<file path="config.mk">
export PLATFORM = sky130hd
export DESIGN_NAME = branch_redirect_unit
export DESIGN_NICKNAME = d
export VERILOG_FILES = /design/src/rtl/branch_redirect_unit.sv
export SDC_FILE = /design/constraint.sdc
export NUM_CORES = 1
export LEC_CHECK = 0
export CAP_MARGIN = 20
export CORE_MARGIN = 10
export CORE_UTILIZATION = 30
export CTS_BUF_LIST = sky130_fd_sc_hd__clkbuf_2 sky130_fd_sc_hd__clkbuf_4 sky130_fd_sc_hd__clkbuf_8
export DETAILED_ROUTE_END_ITERATION = 10
export PLACE_DENSITY = 0.81
export SYNTH_ARGS = -nofsm -noshare
export SYNTH_HDL_FRONTEND = slang
export SYNTH_SLANG_ARGS = --single-unit
</file>
<file path="constraint.sdc">
create_clock -name clk -period 1.3 [get_ports clk]
set_clock_uncertainty 0.1 [all_clocks]
set_input_delay 0.26 -clock clk [delete_from_list [all_inputs] [get_ports clk]]
set_output_delay 0.26 -clock clk [all_outputs]
set_load 0.05 [all_outputs]
</file>
<file path="src/rtl/branch_redirect_unit.sv">
// Branch-misprediction redirect unit: picks the oldest mispredicted lane, squashes younger
// lanes and holds a registered redirect until Fetch accepts it. BRU_STATS_EN adds a counter.
module branch_redirect_unit #(
    parameter int LANES = 2,
    parameter int PC_W  = 11,
    parameter int CNT_W = 16,
    localparam int LW   = (LANES > 1) ? $clog2(LANES) : 1
) (
    input  logic                  clk,
    input  logic                  rst,
    input  logic [LANES-1:0]      ex_valid,
    input  logic [LANES-1:0]      ex_is_branch,
    input  logic [LANES-1:0]      ex_pred_taken,
    input  logic [LANES-1:0]      ex_taken,
    input  logic [LANES*PC_W-1:0] ex_fallthru,
    input  logic [LANES*PC_W-1:0] ex_target,
    input  logic                  redir_ready,
    output logic [LANES-1:0]      kill_younger,
    output logic                  redir_valid,
    output logic [PC_W-1:0]       redir_pc,
    output logic [LW-1:0]         redir_lane,
    output logic                  flush,
    output logic [CNT_W-1:0]      mispredict_count
);

    typedef enum logic {IDLE, PEND} state_t;

    state_t           state_q, state_d;
    logic [PC_W-1:0]  redir_pc_q, redir_pc_d;
    logic [LW-1:0]    redir_lane_q, redir_lane_d;
    logic             flush_q, flush_d;

    logic [LANES-1:0] mis;
    logic             any_mis;
    logic [LW-1:0]    win_lane;
    logic [PC_W-1:0]  win_pc;

    // Descending scan so the lowest (oldest) mispredicting lane is the last one written.
    always_comb begin
        mis      = ex_valid & ex_is_branch & (ex_pred_taken ^ ex_taken);
        any_mis  = |mis;
        win_lane = '0;
        win_pc   = '0;
        for (int unsigned i = LANES; i > 0; i--) begin
            if (mis[i-1]) begin
                win_lane = LW'(i - 1);
                win_pc   = ex_taken[i-1] ? ex_target[(i-1)*PC_W +: PC_W]
                                         : ex_fallthru[(i-1)*PC_W +: PC_W];
            end
        end
    end

    always_comb begin
        state_d      = state_q;
        redir_pc_d   = redir_pc_q;
        redir_lane_d = redir_lane_q;
        flush_d      = 1'b0;
        kill_younger = '0;
        case (state_q)
            IDLE: begin
                if (any_mis) begin
                    state_d      = PEND;
                    redir_pc_d   = win_pc;
                    redir_lane_d = win_lane;
                    flush_d      = 1'b1;
                    for (int unsigned j = 0; j < LANES; j++) begin
                        kill_younger[j] = (LW'(j) > win_lane);
                    end
                end
            end
            PEND: begin
                if (redir_ready) begin
                    state_d = IDLE;
                end
            end
            default: state_d = IDLE;
        endcase
    end

    always_ff @(posedge clk) begin
        if (rst) begin
            state_q      <= IDLE;
            redir_pc_q   <= '0;
            redir_lane_q <= '0;
            flush_q      <= 1'b0;
        end else begin
            state_q      <= state_d;
            redir_pc_q   <= redir_pc_d;
            redir_lane_q <= redir_lane_d;
            flush_q      <= flush_d;
        end
    end

    assign redir_valid = (state_q == PEND);
    assign redir_pc    = redir_pc_q;
    assign redir_lane  = redir_lane_q;
    assign flush       = flush_q;

`ifdef BRU_STATS_EN
    logic [CNT_W-1:0] count_q, count_d;

    always_comb begin
        count_d = count_q;
        if (state_q == IDLE && any_mis && count_q != '1) begin
            count_d = count_q + 1'b1;
        end
    end

    always_ff @(posedge clk) begin
        if (rst) begin
            count_q <= '0;
        end else begin
            count_q <= count_d;
        end
    end

    assign mispredict_count = count_q;
`else
    assign mispredict_count = '0;
`endif

endmodule

</file>
==> results of run 1 <==
## placed cells by master (no fill, tap or decap), types with 3 or more instances in the layout
cell,Yosys,routed
conb_1,1,17
mux2i_1,11,11
clkdlybuf4s50_1,0,48
nand2b_1,3,3
nor2_1,16,8
a2111oi_2,9,6
nor2_2,9,7
a2111oi_4,0,4
buf_12,0,20
buf_6,0,5
clkbuf_4,0,3
dfxtp_1,14,13
o22a_1,11,11
buf_4,19,13
dlygate4sd2_1,0,6
nor2_4,1,11
## worst max path at each step
stage	startpoint	endpoint	slack, ns	cells after the start
detailed placement	ex_pred_taken[0]	redir_pc[3]	-0.68	7
global route	redir_valid	redir_pc[0]	-0.42	7
global placement	ex_taken[0]	kill_younger[1]	-0.66	4
finish	redir_valid	redir_pc[0]	-0.33	7
CTS	redir_valid	redir_pc[10]	-0.33	7
floorplan	redir_valid	redir_pc[0]	-0.17	5
## per-stage QoR
step	worst slack [ns]	cell area [sq um]	util	total power, mW
finish	-0.333	2350	0.698	1.88
global route	-0.421	2350	0.698	1.97
CTS	-0.335	2220	0.659	1.83
detailed placement	-0.683	2020	0.602	1.43
global placement	-0.656	2020	0.602	1.42
floorplan	-0.175	1160	-	1.02
## flip-flops by register name, summed over array words and instances, names as in the netlist
name / cells
redir_valid: 1
redir_pc: 11
redir_lane: 1
flush: 1
## worst register-to-register path, delay by kind of cell, from the launching register on
family	cells	cell delay, ns
AO/OA/AOI/OAI	2	0.45
AND/OR/NAND/NOR	2	0.27
flip-flops	1	0.35
buffers and inverters	3	0.37
## synth_stat cells, drive strengths merged
library cell / instances / area (sq um)
mux2i: 11 / 110
o2bb2ai: 1 / 8.76
conb: 1 / 3.75
o22a: 11 / 96.3
nand2b: 3 / 18.8
clkbuf: 1 / 3.75
o21bai: 1 / 18.8
a21oi: 1 / 5.00
nor2: 26 / 128
nor3: 2 / 10.0
o22ai: 1 / 12.5
dfxtp: 14 / 280
nand3b: 2 / 15.0
buf: 23 / 173
a2111oi: 10 / 145
xnor2: 2 / 25.0
nand2: 1 / 3.75
## repair_timing
action,CTS,global route
resized for setup,21,21
buffers inserted,7,6
endpoints found under the setup margin,15,16
gates cloned,2,1
pin swaps,13,8
## cell type report
type | count | area [sq um] | share of cell area
sequential | 14 | 284 | 0.121
multi-input combinational | 89 | 833 | 0.355
clock buffer | 4 | 36.3 | 0.0155
timing repair buffer | 94 | 1140 | 0.484
tap | 46 | 57.6 | 0.0245
## cells by family (layout without fill, tap and decap cells)
kind of cell / count (synthesis) / in the layout / share of synthesized area
AND/OR/NAND/NOR: 34 / 34 / 0.166
AO/OA/AOI/OAI: 25 / 25 / 0.271
buffers and inverters: 24 / 98 / 0.167
flip-flops: 14 / 14 / 0.265
multiplexers: 11 / 11 / 0.104
XOR/XNOR: 2 / 2 / 0.0237
other: 1 / 17 / 0.00355
## power groups by stage
stage	combinational [mW]	clock [mW]	sequential, mW
floorplan	0.384	0	0.637
global placement	0.897	0	0.519
detailed placement	0.907	0	0.519
CTS	0.993	0.323	0.512
global route	1.10	0.350	0.520
finish	1.04	0.322	0.514
## layer usage
layer  global-route usage  part of all wire  vias up
met4               0.0161            0.0034        0
met2                0.232              0.53       50
met3               0.0484             0.058        2
met1                0.133              0.41      527
met5                    0                 0        -
li1                     -                 -      555
==> metrics.txt, run 1 <==
worst path buffer plus inverter count 3; clk buf depth 2; Worst IR Drop VDD 0.467 mV; worst-skew pair later-pin latency 0.28 ns; num ports 87; sequential fraction of the synthesis area 0.265; CP Capture Type register; grt total ovfl 0; HP Class reg2reg; Worst Slack Setup Final -0.333 ns; arrival time worst endpoint 1.72 ns; Net Sw Power 0.722 mW; Avg Inst Size Synth 9.52 sq um; Clock Root Buffer clkbuf_4; Data required, critical path 1.39 ns; Critical Path Max Stage Delay 0.35 ns; Synth Cell Area 1060 sq um; CTS tree built; Final #Nets 257; die width 79.4 um; hold buffers post-CTS 0; Worst Hold Depth 2; Avg WL per Cell 17.7 um; hpwl dp 3.13 mm; P_int 1.16 mW; diode count 0; FF-to-FF path depth 7; Flop pwr share 0.274; Total GRT Usage 0.125; initial antenna violation count 0; final hold vios 0; CP max-delay cell dfxtp_4; Synthesis Warnings 0; Non-Filler Instances 247; Routed Antenna Nets 0; unrepaired setup endpoints after global routing yes; remaining routing DRC violations 0; Switching Fraction 0.384; worst hold margin 0.464 ns; pwr dens 801 nW/um^2; TritonCTS Buffers 3; Worst Hold Path EP redir_lane; # fillers 246; core area 3360 sq um; area growth from synthesis to layout 122%; CP Launch Type register; number of global-route vias before repair 1289; H-Tree Depth 1; Crit Path Class reg2reg; Worst Path Max Fanout 4; Sink Count 14; Vias/cell 4.59; register clock-pin slew on the reported worst setup and hold paths 0.09 ns; num rows 21; Synth cell types 23; Post-Route WL 4.36 mm; Placed Cells 230; Starting Density 0.314; crit path cell chain buf_6 > nand3b_1 > o22ai_4 > buf_6 > buf_6 > nor2_4 > a2111oi_4; maxcap violations 0; flops & latches, synth 14; Final setup viols 16; GPL Wtd Cong 0.684; Die H 79.4 um; Logic pwr share 0.555; global-route wire length before repair 6.27 mm; post-route minimum period 1.63 ns; status finished with violations; DR vias 1134; Leak 0.902 nW; DR pass1 iterations 2; family with the most delay on the worst path compound AO/OA/AOI/OAI gates; cell repeated most along the worst path buf_6; Die Area 6300 sq um; pin count of the biggest net entering global routing 15; clock group share of total power 0.171; worst reg2reg path endpoint redir_pc[0]; share of cells above drive strength 1 0.403; worst reg2reg setup slack -0.33 ns; total negative slack -3.63 ns; Tcrit/Tclk final 1.26; max-slew violations 0; Port Buf Inserts 69; Synth Instances 111; hold path start redir_lane; maximum clock rate 612 MHz; failing checks negative setup slack; initial DRC count 51; worst r2r src redir_valid
No activity file was read; power rests on OpenSTA's default activity.
==> run 2: changes to the inputs <==
- CTS_CLUSTER_SIZE: default -> 40
==> results of run 2 <==
No change in the layout: final DEF, timing and power equal those of run 1.
==> run 3: changes to the inputs <==
- HOLD_SLACK_MARGIN: default -> 0.15
==> results of run 3 <==
No change in the layout: final DEF, timing and power equal those of run 1.
==> edit 1 (flow settings as in run 2) <==
Add a define of `BRU_STATS_EN`.
--- a/src/rtl/branch_redirect_unit.sv
+++ b/src/rtl/branch_redirect_unit.sv
@@ -1,5 +1,7 @@
 // Branch-misprediction redirect unit: picks the oldest mispredicted lane, squashes younger
 // lanes and holds a registered redirect until Fetch accepts it. BRU_STATS_EN adds a counter.
+`define BRU_STATS_EN
+
 module branch_redirect_unit #(
     parameter int LANES = 2,
     parameter int PC_W  = 11,
Function: changed (Yosys sat finds a counterexample within 4 cycles, from zero or initial values and one cycle with rst high).
==> edit 1 against run 2 <==
  * The run still ends with setup timing left
  * Sequential cell count rose by 16
  * Total power increased by 58%
  * Non-clock buffer count is 58 higher
  * Setup slack got worse by 0.22 ns
  * Final area grew 65%
  * Largest power group is now registers
  * Critical path type unchanged
  * Area after synthesis grew 56%
  * Routed wire length increased by 72%
  * Worst hold slack got worse by 0.034 ns
==> edit 1: results (changes against run 2) <==
Run status
  – Outcome: complete, but fails checks (unchanged)
  – Failing checks: setup timing (unchanged)

Final layout
  – Number of flip-flops in the largest register: 16 (was 11)
  – Fillers: 348 (was 246)
  – Share of post-route cells with drive strength above 1: 0.496 (was 0.403)
  – # nets final: 402 (was 257)

Placement
  – # port buffers: 85 (was 69)
  – Global placement routability congestion: 0.821 (was 0.684)
  – Placed instance count: 392 (was 230)
  – Post-DP HPWL: 5.11 mm (was 3.13 mm)

Global routing
  – Number of global-route vias before repair: 2268 (was 1289)
  – Largest net degree at the start of global routing: 17 (was 15)
  – First-pass GRT wire length: 11.6 mm (was 6.27 mm)

Yosys
  – Top post-synthesis cells by area: dfxtp_1 (37%), mux2i_1 (13%), nor2_1 (9.4%) (was dfxtp_1 (27%), buf_4 (13%), a2111oi_2 (13%))
  – Top post-synthesis cells by count: nor2_1 (41), dfxtp_1 (30), mux2i_1 (22) (was buf_4 (19), nor2_1 (16), dfxtp_1 (14))
  – Post-synthesis mux area share: 0.141 (was 0.104)
  – Post-synthesis adder-cell area fraction: 0.00761 (was 0)
  – Xor and xnor area share after synthesis: 0.0845 (was 0.0237)
  – Syn_area_per_cell: 8.22 um2 (was 9.52 um2)

Worst setup path
  – Arrival @ worst endpoint: 1.96 ns (was 1.72 ns)
  – Worst setup path startpoint: mispredict_count[1] (was redir_valid)
  – FF-to-FF path depth: 6 (was 7)

Clock tree
  – H-Tree Depth: 2 (was 1)
  – Post-CTS Setup Bufs: 13 (was 7)
  – Resized Gates After CTS: 81 (was 21)
  – Worst-path clk slew: 0.06 ns (was 0.09 ns)
  – Root buffer cell: clkbuf_8 (was clkbuf_4)
  – CTS Buf Count: 5 (was 3)

Detailed routing
  – Routed WL: 7.50 mm (was 4.36 mm)
  – Vias: 2082 (was 1134)

STA
  – Setup Viol. Count Final: 32 (was 16)
  – Final setup margin: -0.549 ns (was -0.333 ns)

Power
  – Leak: 1.54 nW (was 0.902 nW)
  – VDD IR-drop max: 0.586 mV (was 0.467 mV)
edit 1: layer usage:
metal	share of wire	routed length, um	global-route usage
met4	0.023	172	0.0532
met5	0	0	0
met1	0.37	2770	0.170
met3	0.054	406	0.0504
met2	0.55	4150	0.305
edit 1: final cells by class:
cell class | instances | area (um2) | share of cell area
timing repair buffer | 152 | 1730 | 0.448
multi-input combinational | 157 | 1280 | 0.331
sequential | 30 | 652 | 0.168
clock buffer | 7 | 90.1 | 0.0232
tap | 70 | 87.6 | 0.0226
clock inverter | 1 | 30.0 | 0.00775
edit 1: worst min-delay path by stage:
stage	cells after the start	startpoint	end
2_1_floorplan	2	redir_ready	redir_valid
3_3_place_gp	2	redir_pc[10]	redir_pc[10]
3_5_place_dp	2	redir_pc[2]	redir_pc[2]
4_1_cts	2	redir_pc[2]	redir_pc[2]
5_1_grt	2	redir_pc[10]	redir_pc[10]
6_report	2	redir_pc[1]	redir_pc[1]
edit 1: stage by stage:
stage	cell area (um2)	TNS (ns)	utilization	hold slack [ns]	setup WS [ns]
floorplan	1740	-12.40	-	0.331	-0.599
global placement	3300	-23.79	0.634	0.414	-0.938
detailed placement	3300	-25.68	0.634	0.417	-1.07
CTS	3780	-8.57	0.726	0.434	-0.566
global route	3870	-12.54	0.744	0.446	-0.629
finish	3870	-9.73	0.744	0.430	-0.549
edit 1: report_power, final:
| part | internal [W] | switching [W] |
|---|---|---|
| combinational | 0.000518 | 0.000466 |
| clock | 0.000645 | 0.000347 |
| sequential | 0.000945 | 0.0000526 |
edit 1: critical path, delay by kind of cell (launching register included):
family                     cells  cell delay (ns)
and+or+nand+nor                4             1.04
DFF                            1             0.36
adders and majority gates      1             0.15
AOI/OAI and AO/OA              1             0.12
==> edit 2 (config.mk and constraints of run 2) <==
Made on the original files. Put one more register stage on the output `redir_pc`, without a reset. The value now appears one clock later. The other outputs are not delayed to match.
--- a/src/rtl/branch_redirect_unit.sv
+++ b/src/rtl/branch_redirect_unit.sv
@@ -92,7 +92,9 @@
     end
 
     assign redir_valid = (state_q == PEND);
-    assign redir_pc    = redir_pc_q;
+    always_ff @(posedge clk) begin
+        redir_pc <= redir_pc_q;
+    end
     assign redir_lane  = redir_lane_q;
     assign flush       = flush_q;
 
Behaviour: not the same (a bounded check fails within 4 cycles, from zero or initial values and one cycle with rst high).
==> edit 2 against run 2 <==
  * The flow still finishes with violations (setup timing)
  * Final area grew 2.2%
  * Setup slack gained 0.026 ns
  * Area after synthesis grew 16%
  * Total power grew 24%
  * Final cell count grew 5.3%
  * Routed wire length grew 5.6%
  * Sequential cell count grew 11
  * Maximum frequency grew 1.6%
  * Largest power group unchanged
  * Highest routed layer unchanged
==> edit 2: results (changes against run 2) <==
STA
  – Final setup margin: -0.307 ns (was -0.333 ns)
  – Setup Viol. Count Final: 14 (was 16)

Clock tree
  – Post-CTS Setup Bufs: 4 (was 7)
  – Root buffer cell: clkbuf_8 (was clkbuf_4)
  – Resized Gates After CTS: 20 (was 21)

Worst setup path
  – Worst Setup EP: redir_pc_q[3] (was redir_pc[0])
  – Dominant delay contributor by cell family on the critical path: buffers and inverters (was compound AO/OA/AOI/OAI gates)

Final layout
  – Inverters: 1 (was 0)
  – Fillers: 322 (was 246)
  – Signal buf overhead: 0.425 (was 0.484)
  – Sequential portion of the cell area: 0.210 (was 0.121)
  – Antenna diode count: 1 (was 0)
  – # nets final: 265 (was 257)

Placement
  – Post-DP HPWL: 3.41 mm (was 3.13 mm)
  – Setup WS pre-CTS: -0.619 ns (was -0.683 ns)

Min path
  – Worst Hold Path EP: redir_pc[6] (was redir_lane)
  – Hold_sp: redir_pc_q[6] (was redir_lane)

Run status
  – Outcome: complete, but fails checks (unchanged)
  – Failing checks: setup timing (unchanged)

Detailed routing
  – Metal2 WL: 2.47 mm (was 2.32 mm)
  – Routed WL: 4.61 mm (was 4.36 mm)
  – Met3 wire len: 248 um (was 254 um)

Yosys
  – Post-synthesis sequential area ratio: 0.407 (was 0.265)
  – Top post-synthesis cells by area: dfxtp_1 (41%), buf_4 (11%), mux2i_1 (9.8%) (was dfxtp_1 (27%), buf_4 (13%), a2111oi_2 (13%))
  – Compound-cell area share of the yosys netlist: 0.227 (was 0.271)

Global routing
  – First-pass GRT wire length: 7.05 mm (was 6.27 mm)
-- edit 2: cell types whose count changed in the layout (fill, tap and decap cells not counted), moves of 3 or more --
cell	delta
dfxtp_1	+11
nor2_1	+4
nor2_2	+3
nor2_4	-8
clkbuf_4	-3
buf_12	-3
-- edit 2: through the flow --
stage / util / setup TNS (ns) / hold slack, ns / cell area [um2] / instances
6_report: 0.600 / -3.27 / 0.269 / 2400 / 260
3_3_place_gp: 0.543 / -7.45 / 0.237 / 2170 / 247
5_1_grt: 0.600 / -4.59 / 0.277 / 2400 / 260
4_1_cts: 0.578 / -2.43 / 0.261 / 2310 / 256
2_1_floorplan: - / -0.963 / 0.231 / 1330 / 138
3_5_place_dp: 0.543 / -8.08 / 0.238 / 2170 / 247
-- edit 2: power by group --
part	switching [W]	internal, W	leakage, nW
logic	0.000495	0.000478	0.713
clock network	0.000253	0.000215	0.0255
registers	0.0000586	0.000840	0.206
